File: config.mk
export PLATFORM = sky130hd
export DESIGN_NAME = encoder_velocity
export DESIGN_NICKNAME = d
export VERILOG_FILES = /design/src/rtl/pendulum_pkg.sv /design/src/rtl/moving_avg4.sv /design/src/rtl/encoder_velocity.sv
export SDC_FILE = /design/constraint.sdc
export NUM_CORES = 1
export LEC_CHECK = 0
export BUFFER_PORTS_ARGS = -buffer_cell sky130_fd_sc_hd__buf_2
export CAP_MARGIN = 30
export CORE_ASPECT_RATIO = 1.5
export CORE_UTILIZATION = 60
export CTS_BUF_LIST = sky130_fd_sc_hd__clkbuf_16
export DETAILED_ROUTE_END_ITERATION = 16
export GPL_ROUTABILITY_DRIVEN = 0
export GPL_TIMING_DRIVEN = 0
export HOLD_SLACK_MARGIN = 0.02
export PLACE_DENSITY_LB_ADDON = 0.25
export SKIP_CTS_REPAIR_TIMING = 1
export SLEW_MARGIN = 20
export SYNTH_ARGS = -nofsm -noshare
export SYNTH_HDL_FRONTEND = slang
export SYNTH_HIERARCHICAL = 1
export SYNTH_SLANG_ARGS = --single-unit
File: constraint.sdc
create_clock -name clk -period 7.3 [get_ports clk]
set_input_delay 0.73 -clock clk [delete_from_list [all_inputs] [get_ports clk]]
set_output_delay 0.73 -clock clk [all_outputs]
set_load 0.02 [all_outputs]
File: src/rtl/pendulum_pkg.sv
// -----------------------------------------------------------------------------
// pendulum_pkg
//   Types, constants and helpers shared across the pendulum datapath
//   (encoder_velocity, moving_avg4, pwm input clamping).
//
//   vel_state_t       : estimator control states (IDLE / PRIME / RUN)
//   DEF_WINDOW_TICKS  : default sample window, 1 ms at CLOCK_50
//   DELTA_W / SUM_W   : width of a raw position delta / of the 4-term sum
//   sat_to_w()        : clamp a signed SUM_W value to a signed w-bit range;
//                       the result is still SUM_W wide, so callers can compare
//                       it against the input to detect clipping and then
//                       truncate to w bits.
// -----------------------------------------------------------------------------
package pendulum_pkg;

   typedef enum logic [1:0] {
      ST_IDLE  = 2'd0,
      ST_PRIME = 2'd1,
      ST_RUN   = 2'd2
   } vel_state_t;

   localparam int DEF_WINDOW_TICKS = 50000;
   localparam int DELTA_W          = 32;
   localparam int SUM_W            = 34;

   function automatic logic signed [SUM_W-1:0] sat_to_w(
      input logic signed [SUM_W-1:0] x,
      input int                      w
   );
      logic signed [SUM_W-1:0] hi;
      logic signed [SUM_W-1:0] lo;
      hi = (34'sd1 <<< (w - 1)) - 34'sd1;
      lo = -hi - 34'sd1;
      if (x > hi) begin
         return hi;
      end else if (x < lo) begin
         return lo;
      end else begin
         return x;
      end
   endfunction

endpackage

File: src/rtl/moving_avg4.sv
// -----------------------------------------------------------------------------
// moving_avg4
//   Four-window moving average of signed 32-bit deltas.
//   A 4-deep delay line feeds a running 34-bit sum (add newest, drop oldest);
//   the mean is sum >>> 2 (floor), clamped to VEL_W bits and registered one
//   cycle after the sum, so out/full trail in_valid by two clocks.
//
//   clk       in   system clock
//   reset_n   in   asynchronous active-low reset
//   flush     in   empties the delay line, zeroes sum and fill, drops full
//   in_valid  in   one-cycle strobe qualifying in
//   in        in   signed 32-bit delta
//   out       out  signed, saturated mean of the last 4 deltas
//   full      out  level, high once 4 deltas are held
// -----------------------------------------------------------------------------
module moving_avg4
   import pendulum_pkg::*;
#(
   parameter int VEL_W = 16
) (
   input  logic                      clk,
   input  logic                      reset_n,
   input  logic                      flush,
   input  logic                      in_valid,
   input  logic signed [DELTA_W-1:0] in,
   output logic signed [VEL_W-1:0]   out,
   output logic                      full
);

   logic signed [DELTA_W-1:0] dly_q [4];
   logic signed [SUM_W-1:0]   sum_q;
   logic signed [SUM_W-1:0]   in_ext;
   logic signed [SUM_W-1:0]   old_ext;
   logic [2:0]                fill_q;
   logic                      vld_p1;
   logic signed [VEL_W-1:0]   out_p2;
   logic                      full_p2;

   assign in_ext  = {{(SUM_W-DELTA_W){in[DELTA_W-1]}}, in};
   assign old_ext = {{(SUM_W-DELTA_W){dly_q[3][DELTA_W-1]}}, dly_q[3]};

   // ---- stage p1: delay line, running sum, fill count ----
   always_ff @(posedge clk or negedge reset_n) begin
      if (!reset_n) begin
         for (int i = 0; i < 4; i++) begin
            dly_q[i] <= '0;
         end
         sum_q  <= '0;
         fill_q <= '0;
         vld_p1 <= 1'b0;
      end else begin
         vld_p1 <= in_valid && !flush;
         if (flush) begin
            for (int i = 0; i < 4; i++) begin
               dly_q[i] <= '0;
            end
            sum_q  <= '0;
            fill_q <= '0;
         end else if (in_valid) begin
            dly_q[0] <= in;
            for (int i = 1; i < 4; i++) begin
               dly_q[i] <= dly_q[i-1];
            end
            // empty slots hold zero, so subtracting the oldest is safe while filling
            sum_q <= sum_q + in_ext - old_ext;
            if (fill_q != 3'd4) begin
               fill_q <= fill_q + 3'd1;
            end
         end
      end
   end

   // ---- stage p2: mean and fill flag ----
   always_ff @(posedge clk or negedge reset_n) begin
      if (!reset_n) begin
         out_p2  <= '0;
         full_p2 <= 1'b0;
      end else begin
         // an update already in flight completes even if a flush arrives now
         if (vld_p1) begin
            out_p2 <= VEL_W'(sat_to_w(sum_q >>> 2, VEL_W));
         end
         if (flush) begin
            full_p2 <= 1'b0;
         end else if (vld_p1) begin
            full_p2 <= (fill_q == 3'd4);
         end
      end
   end

   assign out  = out_p2;
   assign full = full_p2;

endmodule

File: src/rtl/encoder_velocity.sv
// -----------------------------------------------------------------------------
// encoder_velocity
//   Velocity estimator on the quadrature encoder's 32-bit position count.
//   Every WINDOW_TICKS clocks the count is captured and the signed modular
//   delta against the previous capture is produced, saturated to VEL_W bits,
//   averaged over 4 windows and watched for a stalled shaft.
//   The first window after enable/clear only captures the baseline.
//
//   clk        in   system clock (CLOCK_50)
//   reset_n    in   asynchronous active-low reset
//   enable     in   runs the estimator; low forces IDLE
//   clear      in   synchronous restart: re-prime baseline, empty average
//   count_in   in   encoder position count, two's complement, free wrapping
//   vel        out  signed saturated delta of the last window     (T+1)
//   vel_avg    out  signed saturated mean of the last 4 deltas    (T+2)
//   vel_valid  out  one-cycle pulse when vel updates              (T+1)
//   avg_valid  out  level, 4 deltas held in the average           (T+2)
//   sat        out  last vel was clipped                          (T+1)
//   stall      out  STALL_WIN consecutive zero deltas seen        (T+1)
// -----------------------------------------------------------------------------
module encoder_velocity
   import pendulum_pkg::*;
#(
   parameter int WINDOW_TICKS = DEF_WINDOW_TICKS,
   parameter int VEL_W        = 16,
   parameter int STALL_WIN    = 100
) (
   input  logic                    clk,
   input  logic                    reset_n,
   input  logic                    enable,
   input  logic                    clear,
   input  logic [31:0]             count_in,
   output logic signed [VEL_W-1:0] vel,
   output logic signed [VEL_W-1:0] vel_avg,
   output logic                    vel_valid,
   output logic                    avg_valid,
   output logic                    sat,
   output logic                    stall
);

   localparam int CNT_W = (WINDOW_TICKS > 1) ? $clog2(WINDOW_TICKS) : 1;
   localparam int STL_W = $clog2(STALL_WIN + 1);
   localparam logic [CNT_W-1:0] LAST_TICK = CNT_W'(WINDOW_TICKS - 1);
   localparam logic [STL_W-1:0] STALL_MAX = STL_W'(STALL_WIN);

   vel_state_t state_q;
   vel_state_t state_d;

   logic [CNT_W-1:0] win_cnt_q;
   logic [CNT_W-1:0] win_cnt_d;
   logic             terminal;
   logic             tick_prime;
   logic             tick_run;
   logic             flush;

   logic [DELTA_W-1:0]        prev_q;
   logic signed [DELTA_W-1:0] delta_p0;
   logic signed [SUM_W-1:0]   delta_ext_p0;
   logic signed [SUM_W-1:0]   vel_sat_p0;
   logic [STL_W-1:0]          stall_cnt_q;
   logic [STL_W-1:0]          stall_cnt_d;

   logic signed [VEL_W-1:0] vel_p1;
   logic                    sat_p1;
   logic                    stall_p1;
   logic                    vld_p1;

   // ---------------------------------------------------------------------------
   // Control FSM
   // ---------------------------------------------------------------------------
   always_ff @(posedge clk or negedge reset_n) begin
      if (!reset_n) begin
         state_q   <= ST_IDLE;
         win_cnt_q <= '0;
      end else begin
         state_q   <= state_d;
         win_cnt_q <= win_cnt_d;
      end
   end

   always_comb begin
      state_d = state_q;
      if (!enable) begin
         state_d = ST_IDLE;
      end else if (clear) begin
         state_d = ST_PRIME;
      end else begin
         case (state_q)
            ST_IDLE:  state_d = ST_PRIME;
            ST_PRIME: if (terminal) state_d = ST_RUN;
            ST_RUN:   state_d = ST_RUN;
            default:  state_d = ST_IDLE;
         endcase
      end
   end

   always_comb begin
      terminal   = (win_cnt_q == LAST_TICK);
      tick_prime = 1'b0;
      tick_run   = 1'b0;
      // clear beats a coincident terminal tick
      if (enable && !clear && terminal) begin
         tick_prime = (state_q == ST_PRIME);
         tick_run   = (state_q == ST_RUN);
      end
      flush = !enable || clear || (state_q == ST_IDLE);
      if (!enable || clear || (state_q == ST_IDLE) || terminal) begin
         win_cnt_d = '0;
      end else begin
         win_cnt_d = win_cnt_q + CNT_W'(1);
      end
   end

   // ---- stage p0: modular delta, saturation, zero-run count ----
   // 32-bit modular subtraction makes a wrap of the position count invisible
   assign delta_p0     = $signed(count_in - prev_q);
   assign delta_ext_p0 = {{(SUM_W-DELTA_W){delta_p0[DELTA_W-1]}}, delta_p0};
   assign vel_sat_p0   = sat_to_w(delta_ext_p0, VEL_W);

   always_comb begin
      stall_cnt_d = stall_cnt_q;
      if (delta_p0 == '0) begin
         if (stall_cnt_q != STALL_MAX) begin
            stall_cnt_d = stall_cnt_q + STL_W'(1);
         end
      end else begin
         stall_cnt_d = '0;
      end
   end

   // ---- stage p1: registered velocity, flags and strobe ----
   always_ff @(posedge clk or negedge reset_n) begin
      if (!reset_n) begin
         prev_q      <= '0;
         vel_p1      <= '0;
         sat_p1      <= 1'b0;
         stall_p1    <= 1'b0;
         stall_cnt_q <= '0;
         vld_p1      <= 1'b0;
      end else begin
         vld_p1 <= tick_run;
         if (tick_prime || tick_run) begin
            prev_q <= count_in;
         end
         if (tick_run) begin
            vel_p1 <= VEL_W'(vel_sat_p0);
            sat_p1 <= (vel_sat_p0 != delta_ext_p0);
         end
         if (clear) begin
            stall_cnt_q <= '0;
            stall_p1    <= 1'b0;
         end else if (tick_run) begin
            stall_cnt_q <= stall_cnt_d;
            stall_p1    <= (stall_cnt_d == STALL_MAX);
         end
      end
   end

   assign vel       = vel_p1;
   assign sat       = sat_p1;
   assign stall     = stall_p1;
   assign vel_valid = vld_p1;

   // ---- stages p1/p2: moving average (unsaturated delta in, mean out) ----
   moving_avg4 #(
      .VEL_W (VEL_W)
   ) u_avg (
      .clk      (clk),
      .reset_n  (reset_n),
      .flush    (flush),
      .in_valid (tick_run),
      .in       (delta_p0),
      .out      (vel_avg),
      .full     (avg_valid)
   );

endmodule

After elaboration in Yosys (flattened, before gate mapping) --
Index checks and enable logic that the tools add are counted.
Storage, ports and cells: bits in registers 259, latch bits 0, RAM bits 0, memory bits (read-only) 0, input port bits 36, word-level logic and storage cells 79, memories kept 0
Cells by class: add/subtract/negate cells 6, $mul 0, divide/modulo/power cells 0, order comparisons 4, eq/ne operators 9, shifts and indexed selects 0, mux-type cells 26, bitwise gates (word level) 0, reductions and logical operators 17
Operators by type and width (number):
- $mux 128 | 2
- $mux 34 | 4
- $gt 32x16->1 const B | 2
- $lt 32x16->1 const B | 2
- $mux 16 | 3
- $add 34x32->34 | 1
- $ne 34x32->1 | 1
- $sub 34x32->34 | 1
- $logic_not 32->1 | 1
- $sub 32x32->32 | 1
- $mux 7 | 4
- $add 16x1->16 const B | 1
- $eq 16x16->1 const B | 1
- $mux 3 | 3
- $reduce_bool 2->1 | 4
- $add 7x1->7 const B | 1
- $eq 7x7->1 const B | 1
- $ne 7x7->1 const B | 1
- $mux 1 | 6
- $mux 2 | 3
- $pmux 2 s3 | 1
- $logic_or 1x1->1 | 4
- $ne 4x4->1 const B | 1
- $add 3x1->3 const B | 1
- other kinds (8) | 12

Longest topological paths before layout --
Gate-level depths: netlist of the first run.
word-level depth 6, depth in mapped cells 22

Modules after synthesis --
The synthesis of the first run kept the hierarchy.
By module, submodules not included:
- moving_avg4 | times used 1, cells an instance 1065, area an instance 10550.1 µm², sequential area each 4579.4 µm²
- encoder_velocity | times used 1, cells an instance 697, area an instance 5685.5 µm², sequential area each 1901.8 µm²

Worst setup path before layout of the first run --
Ideal clock, no wire load.
path kind input-to-reg, start point input port count_in[0], end point register u_avg.sum_q[33], library setup time 134 ps, arrival time 5171 ps, required time 7166 ps, path slack 1995 ps, stages on the path 22, buffers on the path 1, cells stage by stage inv_1 > ha_1 > fa_1 > nor2b_1 > o2111ai_1 > a21oi_1 > o2111ai_1 > nand2_1 > o221ai_1 > xnor2_1 > inv_1 > fa_1 > inv_1 > ha_1 > buf_2 > a21oi_2 > nand2_1 > a2111oi_2 > nor4_1 > o31ai_1 > a31o_1 > a21oi_2
On the way: cells in the longest elaborated chain, start to end 5
Ends and longest elaborated chain:
- start, declared | line encoder_velocity.sv:32 | input logic [31:0] count_in,
- $sub 32x32->32 | line encoder_velocity.sv:116 | assign delta_p0 = $signed(count_in - prev_q);
- net delta_p0[28] | line encoder_velocity.sv:57 | logic signed [DELTA_W-1:0] delta_p0;
- $add 34x32->34 | line moving_avg4.sv:65 | sum_q <= sum_q + in_ext - old_ext;
- $sub 34x32->34 | line moving_avg4.sv:65
- $mux 34 | line moving_avg4.sv:59 | end else if (in_valid) begin
- $mux 34 | line moving_avg4.sv:53 | if (flush) begin
- end signal, assigned | line moving_avg4.sv:65
- end, declared | line moving_avg4.sv:31 | logic signed [SUM_W-1:0] sum_q;
The timed path passes the listed nets, and every way through them passes these cells. The select of a mux whose other input is x is not followed. A chain may end at the register's enable or synchronous reset.

Worst setup path after layout of the first run --
start point register prev_q[0], end point register u_avg.sum_q[33]
On the way: cells in the longest elaborated chain, start to end 5
Ends and longest elaborated chain:
- start, declared | line encoder_velocity.sv:56 | logic [DELTA_W-1:0] prev_q;
- start signal, assigned | line encoder_velocity.sv:143 | prev_q <= count_in;
- $sub 32x32->32 | line encoder_velocity.sv:116
- net delta_p0[28] | line encoder_velocity.sv:57
- $add 34x32->34 | line moving_avg4.sv:65
- $sub 34x32->34 | line moving_avg4.sv:65
- $mux 34 | line moving_avg4.sv:59
- $mux 34 | line moving_avg4.sv:53
The timed path passes the listed nets, and every way through them passes these cells. The select of a mux whose other input is x is not followed.

==> impl_metrics.py, run 1 <==
metrics = {
    "setup_path": {
        "worstPathArrival_ps": 6530,
        "cp_slowest_cell": "xnor2_1",
        "cp-start-kind": "flip-flop",
        "cp-end-kind": "flip-flop",
        "r2r_setup_slack_ps": 1160,
        "path_class": "flip-flop to flip-flop",
        "worstPathMaxFanout": 9,
        "rr_endpoint": "u_avg/sum_q[33]",
        "critPathTopFamily": "compound AO/OA/AOI/OAI gates",
        "cp_data_required_time_ps": 7690,
        "r2r-start": "prev_q[0]",
        "max_stage_delay_ps": 640,
        "path_cells": "ha_1 > fa_1 > nor2b_1 > o2111ai_1 > a21oi_1 > o2111ai_1 > nand2_1 > o221ai_1 > xnor2_1 > inv_1 > fa_1 > inv_1 > ha_1 > buf_2 > a21oi_2 > nand2_1 > a2111oi_2 > nor4_1 > o31ai_1 > a31o_1 > a21oi_2",
        "ff2ff_path_depth": 21,
        "cp_num_buf_inv": 3,
    },
    "timing": {
        "setup_viol": 0,
        "fin_setup_tns_ps": 0,
        "fin_worst_skew_ps": 35.1,
        "min_period_over_period_pct": 84.1,
        "hold_violations": 0,
        "worst_pin_slew_ps": 911,
        "rsz0062_at_grt": "false",
        "fmax_mhz": 163,
        "relSlewSlack_pct": 38.4,
        "setup_slack_ps": 1160,
        "drv_slew": 0,
        "period_needed_ps": 6140,
    },
    "floorplan": {
        "die_h_um": 203,
        "fp.dieArea_sq_mm": 0.0277,
        "num_rows": 73,
        "core_sq_mm": 0.0266,
        "start_util_pct": 61.1,
        "die_x_um": 136,
        "ioPinCount": 72,
    },
    "clocking": {
        "cts_tree": "yes",
        "h-tree-depth": 1,
        "cts-root-buf": "clkbuf_16",
        "cts.sinks": 259,
        "clk_pin_slew_ps": 60,
        "insertion_delay_ps": 560,
        "cts_buffers": 25,
        "clk_path_buf_depth": 3,
    },
    "global_routing": {
        "grt_max_degree": 106,
        "top_usage_layer": "met2",
        "use_met3_pct": 3.36,
        "antenna_found_initial": 0,
        "grt_usage_pct": 29.2,
        "use_met2_pct": 51.4,
        "grt-ovfl-total": 0,
        "grt_use_met1_pct": 34.6,
        "grt_pass1_vias": 12920,
        "grt_first_pass_wirelength_um": 63700,
    },
    "final_layout": {
        "drive_above_1_share_pct": 9.67,
        "layout.nets": 2008,
        "final_util_pct": 67.6,
        "syn_to_final_growth_pct": 10.7,
        "num_antenna_cells": 0,
    },
    "yosys": {
        "avgSynthCellArea_sq_um": 9.21,
        "syn_inst": 1762,
        "synth_area_leaders": "dfrtp_1 (40%), mux2i_1 (8.6%), ha_1 (5.8%)",
        "async_reset_ff_share_pct": 100,
        "yosysWarnings": 6,
        "yosysTopAreaCell": "dfrtp_1",
        "ys_seq_area_share_pct": 39.9,
        "yosys-top-cells-count": "dfrtp_1 (259), nor2_1 (220), inv_1 (214)",
        "synth_top_cell_area_share_pct": 39.9,
        "synth_seq_cells": 259,
        "synth_edf_count": 0,
        "yosysUniqueCellTypes": 91,
        "syn-num-nets": 1907,
        "netlist_area_sq_mm": 0.0162,
        "yosys.cell_count.top_type": "dfrtp_1",
        "synthFlopType": "dfrtp_1",
    },
    "drt": {
        "detail_route.vias_per_cell": 5.84,
        "drc": 0,
        "routedWlPerCell_um": 17.6,
        "wirelength_um": 39000,
        "num_vias": 12962,
        "drtAntennaViolNets": 0,
        "first_pass_iters": 5,
        "drt_iter0_markers": 839,
    },
    "power_and_ir_drop": {
        "vdd_drop_max_v": 0.000208,
        "p_leak_nw": 8.16,
        "powerDensity_mw_per_mm2": 181,
    },
    "flow_run": {
        "timing.max_cap.violations": 0,
    },
    "place": {
        "dp_slack_ps": 797,
        "dp_hpwl_um": 30100,
        "port-buffer-count": 71,
    },
    "outcome": {
        "status": "complete, no violations",
    },
    "hold_path": {
        "hold_class": "input port to async pin",
    },
}
## routing by layer
layer  up-vias  wire length (um)
met4         0              1940
met2       372             19800
li1       6255                 -
met5         -                 0
met3       119              1620
met1      6216             15600
## registers in the layout, indices dropped and copies added (netlist names)
| signal | cells |
|---|---|
| prev_q | 32 |
| sat | 1 |
| stall | 1 |
| stall_cnt_q | 7 |
| state_q | 2 |
| u_avg/dly_q | 128 |
| u_avg/fill_q | 3 |
| u_avg/full | 1 |
| u_avg/out | 16 |
| u_avg/sum_q | 34 |
| u_avg/vld_p1 | 1 |
| vel | 16 |
| vel_valid | 1 |
| win_cnt_q | 16 |
## report_power, final
part / switching, mW / internal (mW)
clock network: 0.566 / 0.837
logic: 0.268 / 0.148
registers: 0.000707 / 1.44
total: 0.834 / 2.42
## placed cells by master (no fill, tap or decap), types with 32 or more instances in the layout
cell type	Yosys	final
a21oi_1	71	71
buf_2	14	84
clkbuf_1	48	48
dfrtp_1	259	259
fa_1	34	34
ha_1	75	75
inv_1	214	217
mux2i_1	140	140
nand2_1	123	123
nor2_1	220	220
o21ai_0	73	73
o22ai_1	32	32
xnor2_1	34	34
## layout make-up
type	count	area (sq um)
plain buffers	81	359
clock buffers	25	626
clock inverters	21	256
fillers	2039	8610
inverters	215	807
multi-input cells	1207	8590
flip-flops and latches	259	6480
well taps	337	422
repair buffers	74	432
## cell families after synthesis
logic type / after synthesis / share of synthesized area, %
simple gates: 539 / 15.7
compound gates: 358 / 15.2
buf+inv: 296 / 7.18
flops: 259 / 39.9
mux: 143 / 8.84
fa+ha+maj: 109 / 9.97
xor+xnor: 58 / 3.13
## metrics by stage
step	power [mW]	cell area [sq um]	std cells	hold slack (ps)
after floorplan	1.75	16200	1762	425
after global placement	1.86	17000	2170	449
after detailed placement	1.87	17100	2173	455
after CTS	3.28	18000	2219	92.5
after global routing	3.39	18000	2219	108
final	3.26	18000	2219	94.0
## how the worst max path moves through the flow
stage                 from              end  slack (ps)  cells after the start
2_1_floorplan  count_in[0]  u_avg/sum_q[33]        2000                     22
3_3_place_gp   count_in[0]  u_avg/sum_q[33]         890                     23
3_5_place_dp   count_in[0]  u_avg/sum_q[33]         800                     23
4_1_cts          prev_q[0]  u_avg/sum_q[33]        1200                     21
5_1_grt          prev_q[0]  u_avg/sum_q[33]         770                     21
6_report         prev_q[0]  u_avg/sum_q[33]        1160                     21
Power figures use the tool's default switching activity.
==> run 2: changes to the inputs <==
- clock period: 7.3 -> 6.2 ns (I/O delays scaled with it)
==> impl_metrics.py, run 2 (synthesized netlist as in run 1, its figures left out) <==
metrics = {
    "setup_path": {
        "cp_slowest_cell": "fa_1",
        "worstPathArrival_ps": 6070,
        "worstPathMaxFanout": 9,
        "max_stage_delay_ps": 560,
        "cp_data_required_time_ps": 6590,
        "cp-start-kind": "flip-flop",
        "path_common_cell": "a21oi_2",
        "path_class": "flip-flop to flip-flop",
        "path_cells": "ha_1 > fa_1 > nor2b_1 > o2111ai_1 > a21oi_2 > o2111ai_1 > nand2_1 > o221ai_1 > xnor2_2 > inv_1 > fa_1 > inv_1 > ha_1 > buf_2 > a21oi_2 > nand2_1 > a2111oi_2 > nor4_1 > o31ai_1 > a31o_1 > a21oi_2",
        "cp-end-kind": "flip-flop",
    },
    "timing": {
        "fin_worst_skew_ps": 30.0,
        "setup_viol": 0,
        "min_period_over_period_pct": 91.6,
        "fin_setup_tns_ps": 0,
        "rsz0062_at_grt": "false",
        "worst_pin_slew_ps": 963,
        "drv_slew": 0,
        "period_needed_ps": 5680,
        "hold_violations": 0,
        "whs_ps": 291,
        "fmax_mhz": 176,
        "relSlewSlack_pct": 34.9,
    },
    "drt": {
        "detail_route.vias_per_cell": 5.84,
        "routedWlPerCell_um": 17.5,
        "first_pass_iters": 5,
        "num_vias": 12973,
        "wirelength_um": 38900,
        "drtAntennaViolNets": 0,
        "drt_iter0_markers": 893,
        "drc": 0,
    },
    "global_routing": {
        "grt-ovfl-total": 0,
        "grt_pass1_vias": 12920,
        "antenna_found_initial": 0,
        "grt_usage_pct": 29.2,
        "grt_max_degree": 106,
        "grt_first_pass_wirelength_um": 63700,
    },
    "final_layout": {
        "regArea_sq_mm": 0.00648,
        "layout_common_cells": "dfrtp_1 (259), nor2_1 (220), inv_1 (217)",
        "num_antenna_cells": 0,
        "syn_to_final_growth_pct": 10.8,
        "largest_reg_flops": 128,
        "drive_above_1_share_pct": 9.77,
        "multi_input_area_sq_mm": 0.00860,
        "reg_top3": "u_avg/dly_q x128, u_avg/sum_q x34, prev_q x32",
        "layout.nets": 2009,
        "nFillCells": 2035,
        "top_register": "u_avg/dly_q",
        "final_cells": 2220,
        "final_common_cell": "dfrtp_1",
    },
    "clocking": {
        "cts_buffers": 25,
        "cts-root-buf": "clkbuf_16",
        "cts.sinks": 259,
        "insertion_delay_ps": 560,
        "cts_tree": "yes",
        "h-tree-depth": 1,
        "clk_path_buf_depth": 3,
        "clk_pin_slew_ps": 70,
    },
    "floorplan": {
        "num_rows": 73,
        "start_util_pct": 61.1,
        "die_x_um": 136,
        "fp.dieArea_sq_mm": 0.0277,
        "ioPinCount": 72,
        "core_sq_mm": 0.0266,
        "die_h_um": 203,
    },
    "place": {
        "port-buffer-count": 71,
        "dp_hpwl_um": 30100,
        "place_inst": 2173,
    },
    "hold_path": {
        "hold_class": "input port to flip-flop",
    },
    "flow_run": {
        "timing.max_cap.violations": 0,
    },
    "power_and_ir_drop": {
        "powerDensity_mw_per_mm2": 213,
        "vdd_drop_max_v": 0.000246,
        "p_leak_nw": 8.17,
    },
    "outcome": {
        "status": "complete, no violations",
    },
}
run 2: metal layers:
layer  vias to the layer above  track usage [%]  part of all wire (%)
met5                         -                0                     0
met4                         0             15.2                   5.2
met3                       130             3.36                   4.3
met2                       379             51.4                    51
met1                      6208             34.6                    40
li1                       6256                -                     -
run 2: metrics by stage:
stage / cell area (sq um) / worst slack [ps] / power (mW) / utilization, %
3_3_place_gp: 17000 / -97.0 / 2.19 / 64.0
6_report: 18000 / 521 / 3.83 / 67.7
4_1_cts: 18000 / 98.3 / 3.87 / 67.6
3_5_place_dp: 17100 / -193 / 2.21 / 64.3
2_1_floorplan: 16200 / 1010 / 2.07 / -
5_1_grt: 18000 / 163 / 3.99 / 67.7
run 2: path summary, 6_finish.rpt:
kind,start,to,slack [ps],cells past startpoint
setup / recovery,prev_q[0],u_avg/sum_q[33],520,21
hold / removal,count_in[15],prev_q[15],290,3
setup reg to reg,prev_q[0],u_avg/sum_q[33],520,21
hold reg to reg,win_cnt_q[0],win_cnt_q[0],460,1
max in group asynchronous,reset_n,prev_q[26],4310,4
min in group asynchronous,reset_n,u_avg/out[2],580,2
run 2: critical path: cells and delay by family (launching register included):
kind,cells,cell delay [ps]
flops,1,380
simple gates,4,550
buf+inv,3,390
compound gates,9,2310
fa+ha+maj,4,1440
xor+xnor,1,420
run 2: area by class of cell:
cell class / instances / share of cell area, %
Sequential cell: 259 / 36.0
Inverter: 215 / 4.49
Clock inverter: 21 / 1.43
Tap cell: 337 / 2.34
Timing Repair Buffer: 75 / 2.45
Clock buffer: 25 / 3.48
Buffer: 81 / 2.00
Multi-Input combinational cell: 1207 / 47.8
run 2: where the power goes:
part	switching [mW]	total, mW	internal (mW)
combinational	0.316	0.492	0.175
clock	0.664	1.65	0.985
sequential	0.000833	1.69	1.69
==> run 3: changes to the inputs <==
- PLACE_DENSITY: not set -> 0.78
- PLACE_DENSITY_LB_ADDON: 0.25 -> not set
==> impl_metrics.py, run 3 (synthesized netlist as in run 1, its figures left out) <==
metrics = {
    "final_layout": {
        "num_antenna_cells": 0,
        "largest_reg_flops": 128,
        "drive_above_1_share_pct": 9.71,
        "syn_to_final_growth_pct": 10.3,
        "final_area_sq_mm": 0.0179,
        "top_register": "u_avg/dly_q",
        "layout.nets": 2010,
        "layout_common_cells": "dfrtp_1 (259), inv_1 (222), nor2_1 (220)",
        "final_common_cell": "dfrtp_1",
        "reg_top3": "u_avg/dly_q x128, u_avg/sum_q x34, prev_q x32",
    },
    "setup_path": {
        "cp-end-kind": "flip-flop",
        "path_class": "flip-flop to flip-flop",
        "worstPathArrival_ps": 6010,
        "crit_start": "prev_q[0]",
        "cp-start-kind": "flip-flop",
        "cp_data_required_time_ps": 6600,
        "r2r-start": "prev_q[0]",
        "worstPathMaxFanout": 9,
    },
    "global_routing": {
        "grt_max_degree": 106,
        "antenna_found_initial": 0,
        "grt_first_pass_wirelength_um": 63600,
        "grt-ovfl-total": 0,
        "grt_usage_pct": 29.1,
        "grt_pass1_vias": 12901,
    },
    "timing": {
        "whs_ps": -12.5,
        "rsz0062_at_grt": "false",
        "relSlewSlack_pct": 37.6,
        "min_period_over_period_pct": 90.6,
        "setup_viol": 0,
        "fin_worst_skew_ps": 25.7,
        "hold_violations": 3,
        "drv_slew": 0,
        "worst_pin_slew_ps": 936,
        "period_needed_ps": 5620,
        "fmax_mhz": 178,
    },
    "floorplan": {
        "ioPinCount": 72,
        "start_util_pct": 61.1,
        "die_h_um": 203,
        "core_sq_mm": 0.0266,
        "num_rows": 73,
        "fp.dieArea_sq_mm": 0.0277,
        "die_x_um": 136,
    },
    "place": {
        "dp_hpwl_um": 30100,
        "port-buffer-count": 71,
        "dpl_cell_area_sq_mm": 0.0171,
    },
    "flow_run": {
        "timing.max_cap.violations": 0,
    },
    "clocking": {
        "cts_tree": "yes",
        "cts-root-buf": "clkbuf_16",
        "h-tree-depth": 1,
        "cts.sinks": 259,
        "insertion_delay_ps": 560,
        "clk_path_buf_depth": 3,
        "clk_pin_slew_ps": 60,
        "cts_buffers": 26,
    },
    "drt": {
        "num_vias": 12934,
        "drtAntennaViolNets": 0,
        "routedWlPerCell_um": 17.5,
        "wirelength_um": 39000,
        "drt_iter0_markers": 949,
        "first_pass_iters": 6,
        "drc": 0,
        "detail_route.vias_per_cell": 5.82,
    },
    "power_and_ir_drop": {
        "vdd_drop_max_v": 0.000231,
        "power_mw": 3.66,
        "powerDensity_mw_per_mm2": 204,
        "p_leak_nw": 8.15,
    },
    "hold_path": {
        "hold_class": "input port to async pin",
    },
    "outcome": {
        "status": "finished, violations left",
        "violations": "hold timing",
    },
}
## run 3: final timing paths
kind | end | cells past startpoint | slack [ps]
setup / recovery | u_avg/sum_q[33] | 21 | 580
hold / removal | u_avg/out[0] | 1 | -10
setup reg to reg | u_avg/sum_q[33] | 21 | 580
hold reg to reg | win_cnt_q[0] | 1 | 470
max in group asynchronous | prev_q[28] | 3 | 4840
min in group clk | prev_q[15] | 3 | 300
## run 3: power by group
group          internal (mW)  switching, mW  total [mW]
registers               1.69       0.000950        1.69
logic                  0.176          0.320       0.496
clock network          0.806          0.666        1.47
total                   2.67          0.987        3.66
## run 3: routing by layer
layer / global-route usage [%] / wire (um) / vias up
met4: 15.5 / 1940 / 0
li1: - / - / 6257
met3: 2.81 / 1510 / 124
met2: 51.1 / 19800 / 333
met5: 0 / 0 / -
met1: 34.7 / 15700 / 6220
## run 3: area by class of cell
| type | count | area, sq um |
|---|---|---|
| fillers | 2125 | 8680 |
| flip-flops and latches | 259 | 6480 |
| plain buffers | 81 | 359 |
| repair buffers | 75 | 437 |
| multi-input cells | 1207 | 8600 |
| clock inverters | 21 | 141 |
| inverters | 215 | 807 |
| clock buffers | 26 | 651 |
| well taps | 337 | 422 |
## run 3: critical path: stages (launching register included)
cell and delay (ps):
dfrtp_1 380, ha_1 210, fa_1 400, nor2b_1 170, o2111ai_1 220, a21oi_2 390, o2111ai_1 240, nand2_1 140
o221ai_1 170, xnor2_2 410, inv_1 180, fa_1 560, inv_1 40, ha_1 270, buf_2 180, a21oi_2 250
nand2_1 100, a2111oi_2 490, nor4_1 120, o31ai_1 270, a31o_1 210, a21oi_2 50
## run 3: stage by stage
stage,setup TNS (ps),util [%],instances,setup WS (ps)
after floorplan,0,-,1762,1010
after global placement,-64.2,64.0,2170,-64.2
after detailed placement,-155,64.3,2173,-148
after CTS,0,67.3,2220,184
after global routing,0,67.4,2221,186
final,0,67.4,2221,585
